File: src/rtl/regfile_scoreboard.sv
// regfile_scoreboard
//   32-entry general register file combined with a one-bit-per-register
//   issue scoreboard. It sits between the ID stage and the WB stage.
//   ID reads operands, is told when to stall, and issues writers.
//   WB writes results back and retires the matching pending bit.
//   A same-cycle write-back is bypassed to the ID read ports and also
//   clears the hazard that it resolves.
//
// Ports
//   clk        rising-edge clock
//   resetn     synchronous active-low reset (clears registers and scoreboard)
//   id_valid   ID holds a valid instruction
//   id_writes  ID instruction writes a destination register
//   id_dst     ID destination register number
//   rs_addr    ID source register A
//   rt_addr    ID source register B
//   rs_data    read data A (bypassed, zero latency)
//   rt_data    read data B (bypassed, zero latency)
//   stall      ID must hold; nothing issues this cycle
//   wb_valid   WB write-back valid
//   wb_dst     WB destination register number
//   wb_data    WB write data
//   pending    scoreboard; bit n set = a write to register n is outstanding
module regfile_scoreboard #(
  parameter int DATA_W   = 32,
  parameter bit ZERO_REG = 1'b1
) (
  input  logic              clk,
  input  logic              resetn,
  input  logic              id_valid,
  input  logic              id_writes,
  input  logic [4:0]        id_dst,
  input  logic [4:0]        rs_addr,
  input  logic [4:0]        rt_addr,
  output logic [DATA_W-1:0] rs_data,
  output logic [DATA_W-1:0] rt_data,
  output logic              stall,
  input  logic              wb_valid,
  input  logic [4:0]        wb_dst,
  input  logic [DATA_W-1:0] wb_data,
  output logic [31:0]       pending
);

  logic [DATA_W-1:0] regsQ [32];
  logic [31:0]       pendingQ;
  logic [31:0]       pendingD;
  logic [31:0]       wbOh;
  logic [31:0]       issOh;
  logic [31:0]       busy;
  logic              issue;

  // Decode WB and ID register numbers into one-hot vectors. A register that is
  // being written back this cycle is not busy, because the bypass already
  // delivers its value. The WAW term on id_dst stops a second writer from
  // issuing while a first write is still outstanding.
  always_comb begin
    wbOh = wb_valid ? (32'd1 << wb_dst) : 32'd0;
    if (ZERO_REG) wbOh[0] = 1'b0;

    busy    = pendingQ & ~wbOh;
    busy[0] = 1'b0;

    stall = id_valid & (busy[rs_addr] | busy[rt_addr] | (id_writes & busy[id_dst]));
    issue = id_valid & id_writes & ~stall & (id_dst != 5'd0);

    issOh = issue ? (32'd1 << id_dst) : 32'd0;
    if (ZERO_REG) issOh[0] = 1'b0;

    // The clear is applied before the set, so a same-cycle reissue keeps the bit set.
    pendingD = (pendingQ & ~wbOh) | issOh;
  end

  // Read ports. A matching write-back in this cycle takes priority over the
  // stored value, and register 0 always reads as zero.
  always_comb begin
    rs_data = regsQ[rs_addr];
    if (wb_valid && (wb_dst == rs_addr)) rs_data = wb_data;
    if (ZERO_REG && (rs_addr == 5'd0)) rs_data = '0;

    rt_data = regsQ[rt_addr];
    if (wb_valid && (wb_dst == rt_addr)) rt_data = wb_data;
    if (ZERO_REG && (rt_addr == 5'd0)) rt_data = '0;
  end

  // Register and scoreboard state. Reset takes priority over a same-cycle
  // issue or write-back.
  always_ff @(posedge clk) begin
    if (!resetn) begin
      pendingQ <= '0;
      for (int i = 0; i < 32; i++) regsQ[i] <= '0;
    end else begin
      pendingQ <= pendingD;
      for (int i = 0; i < 32; i++) begin
        if (wbOh[i]) regsQ[i] <= wb_data;
      end
    end
  end

  assign pending = pendingQ;

endmodule

File: config.mk
export PLATFORM = sky130hd
export DESIGN_NAME = regfile_scoreboard
export DESIGN_NICKNAME = d
export VERILOG_FILES = /design/src/rtl/regfile_scoreboard.sv
export SDC_FILE = /design/constraint.sdc
export NUM_CORES = 2
export LEC_CHECK = 0
export CORE_UTILIZATION = 39
export CTS_BUF_LIST = sky130_fd_sc_hd__clkbuf_8
export CTS_CLUSTER_SIZE = 14
export DETAILED_ROUTE_END_ITERATION = 6
export SETUP_SLACK_MARGIN = 0.4
export SLEW_MARGIN = 20
export SYNTH_ARGS = -nofsm -noshare
export SYNTH_HDL_FRONTEND = slang
export SYNTH_SLANG_ARGS = --single-unit
export TNS_END_PERCENT = 5
File: constraint.sdc
create_clock -name clk -period 3.4 [get_ports clk]
set_input_delay 0.34 -clock clk [delete_from_list [all_inputs] [get_ports clk]]
set_output_delay 0.34 -clock clk [all_outputs]
set_load 0.005 [all_outputs]
==> summary.md <==
| Metric | Value |
|---|---|
| Status | `finished clean` |
| Initial antenna violation count | `2` |
| Post-DP HPWL | `between 100 and 150 mm` |
| Chip height | `367 um` |
| Post-DP Area | `59300 um2` |
| FFs w/ async S/R, synth | `0%` |
| Fraction of layout cells with a size suffix above 1 | `38.0%` |
| Row cnt | `133` |
| Post-synth top flop | `edfxtp_1` |
| FF+latch count, synth | `1023` |
| Final setup margin | `0.0439 ns` |
| Wire per inst | `around 33 um` |
| RSZ-0062 raised after global routing | `true` |
| Post-synthesis cell type count | `76` |
| H-tree Lvls | `4` |
| Final period util | `a little over nine tenths` |
| Largest net degree at the start of global routing | `between 50 and 60` |
| Setup WS pre-CTS | `-0.368 ns` |
| # fillers | `between 10000 and 15000` |
| Synthesized net count | `roughly 3400` |
| Pwr dens | `485 nW/um2` |
| CTS tree | `done` |
| Root Buffer | `clkbuf_8` |
| Slowest stage delay, CP | `~0.49 ns` |
| Mapped Area | `52100 um2` |
| CP Buf/Inv Count | `1` |
| Multi-input gate area | `20700 um2` |
| Peak Freq | `298 MHz` |
| CTS Buffer Depth | `3` |
| Grt ovf | `0` |
| First-pass GRT wire length | `268 mm` |
| Slowest stage cell on the critical path | `mux4_2` |
| Commonest non-fill, non-tap cells in the layout | `edfxtp_1, nor2_1, mux4_2` |
| Worst-margin pin slew | `between 0.9 and 1 ns` |
| Number of I/O pins | `roughly 150` |
| Seq/Total Area, Yosys | `between 50% and 60%` |
| YS warnings | `0` |
| Final setup vio count | `0` |
| Period minus WS final | `between 3 and 4 ns` |
| Total track usage | `28.1%` |
| CTS Buf Count | `roughly 180` |
| Peak VDD IR | `~0.00042 V` |
| CP cell instances | `mux4_2 -> mux4_2 -> nor2_2 -> nor3_1 -> a21oi_1 -> nor2_2 -> dlygate4sd2_1` |
| Slew Limit Fails | `0` |
| Leak pwr | `0.0216 uW` |
| Die X | `around 370 um` |
| DRT Pass-1 Iters | `6` |
| CTS sink count | `between 1000 and 1500` |
| Hold Fails Final Rpt | `0` |
| Vias in the first global route | `approximately 36000` |
| Starting Density | `about two fifths` |
| Hold Crit Class | `input pin to register` |
| Critical-path maximum fanout | `2` |
| Area grow syn2layout | `20.9%` |
| Clk_skew | `about 0.022 ns` |
| Detailed Route Iter0 Violations | `around 5200` |
| Hold-fix buffers, CTS | `0` |
| Critical Path AT | `3.02 ns` |
| Fin nets | `approximately 4000` |
| Routed Antenna Nets | `0` |
| DRC | `0` |
| GPL Wtd Cong | `between 0.9 and 1` |
| Critical Path RT | `roughly 3.1 ns` |
| Endpoint class of the critical path | `output pin` |
| Clock Latency Late Sink | `roughly 0.9 ns` |
| Hold slack | `roughly 0.092 ns` |
| DR vias | `36180` |
| Final WL | `roughly 190 mm` |
| Commonest non-fill, non-tap cell in the layout | `edfxtp_1` |
| Input/output buffers | `about 150` |
| CP Launch Type | `register` |
| Design Area, Final | `roughly 63000 um2` |
| Syn_area_per_cell | `about 15 um2` |
| Finished Core Util | `a little under half` |
| Max_cap viols | `0` |
| Area of the core | `roughly 130000 um2` |
| Clk slew on worst S/H paths | `roughly 0.060 ns` |
| Vias per cell | `between 6 and 7` |
| Setup Total Neg Slack | `0 ns` |
| Synthesized instance count | `3365` |
| Kind of critical path | `register to output pin` |
| Number of enable flip-flop cells after synthesis | `between 900 and 1000` |
| CP top delay family | `multiplexers` |
| Rel. slew slack | `between 30 and 40%` |
| Register Area | `about 30000 um2` |
| Die Area | `around 130000 um2` |
## stage by stage
stage	cells	power, uW
final	5732	30500
after floorplan	3365	17900
after global routing	5732	31500
after global placement	5392	20100
after CTS	5725	30600
after detailed placement	5392	20200
## registers in the layout (all words and copies together) (netlist names)
| register | count |
|---|---|
| regsQ | 992 |
| pending | 31 |
## final cells by class
type,count,share of cell area [%]
flip-flops and latches,1023,48.3
multi-input cells,1978,32.9
repair buffers,609,9.88
clock buffers,183,4.00
well taps,1755,3.49
clock inverters,135,1.10
inverters,47,0.296
diodes,2,0.00795
## cells in the mapped netlist (34+ instances only)
cell / instances / area (um2)
edfxtp_1: 992 / 29800
nor2_1: 751 / 2820
mux4_2: 566 / 12700
clkbuf_1: 196 / 736
nand2_1: 99 / 372
a21oi_1: 86 / 430
mux2_2: 70 / 788
buf_2: 64 / 320
nor3_1: 55 / 275
a22o_1: 54 / 473
inv_1: 46 / 173
nand3_1: 38 / 190
o21ai_0: 34 / 170
## metal layers
| metal | vias up | track usage, % | part of all wire, % |
|---|---|---|---|
| li1 | 14361 | - | - |
| met1 | 18982 | 36.6 | 37 |
| met2 | 2324 | 45.1 | 48 |
| met3 | 513 | 5.81 | 10 |
| met4 | 0 | 13.0 | 5.0 |
| met5 | - | 0 | 0 |
## worst register-to-register path, cell delays in order (launching register included)
cell and delay [ns]:
dfxtp_1 0.33, mux2_2 0.30, o311ai_1 0.12, o2111a_1 0.23, o311ai_1 0.12, buf_4 0.17, a32oi_2 0.21, nand4_2 0.15
buf_4 0.29, o32ai_1 0.32
## worst paths after layout
path / from / to / slack (ns) / cells after the start
worst max-delay path: regsQ[15][24] / rt_data[24] / 0.04 / 7
worst min-delay path: resetn / pending[25] / 0.09 / 3
worst max register to register: pending[25] / pending[29] / 1.08 / 9
worst min register to register: pending[10] / pending[10] / 0.54 / 2
## power breakdown
| part | switching (uW) | internal [uW] |
|---|---|---|
| registers | 385 | 14700 |
| logic | 2560 | 2370 |
| clock network | 5220 | 5290 |
| total | 8160 | 22400 |
## logic make-up (layout without fill, tap and decap cells)
logic type / count (synthesis) / count (layout) / synth area share, %
AOI/OAI and AO/OA: 287 / 287 / 3.86
xor gates and xnor gates: 13 / 13 / 0.219
buffers and inverters: 364 / 974 / 3.03
DFF: 1023 / 1023 / 58.4
muxes: 650 / 650 / 26.3
other: 1 / 3 / 0.00720
and+or+nand+nor: 1027 / 1027 / 8.19
## what timing repair did
item,CTS,global route
gates resized for setup,223,73
hold endpoints to repair,0,0
setup endpoints to repair,65,65
pin swaps,48,31
buffers inserted,15,5
(Power assumes the default switching activity.)
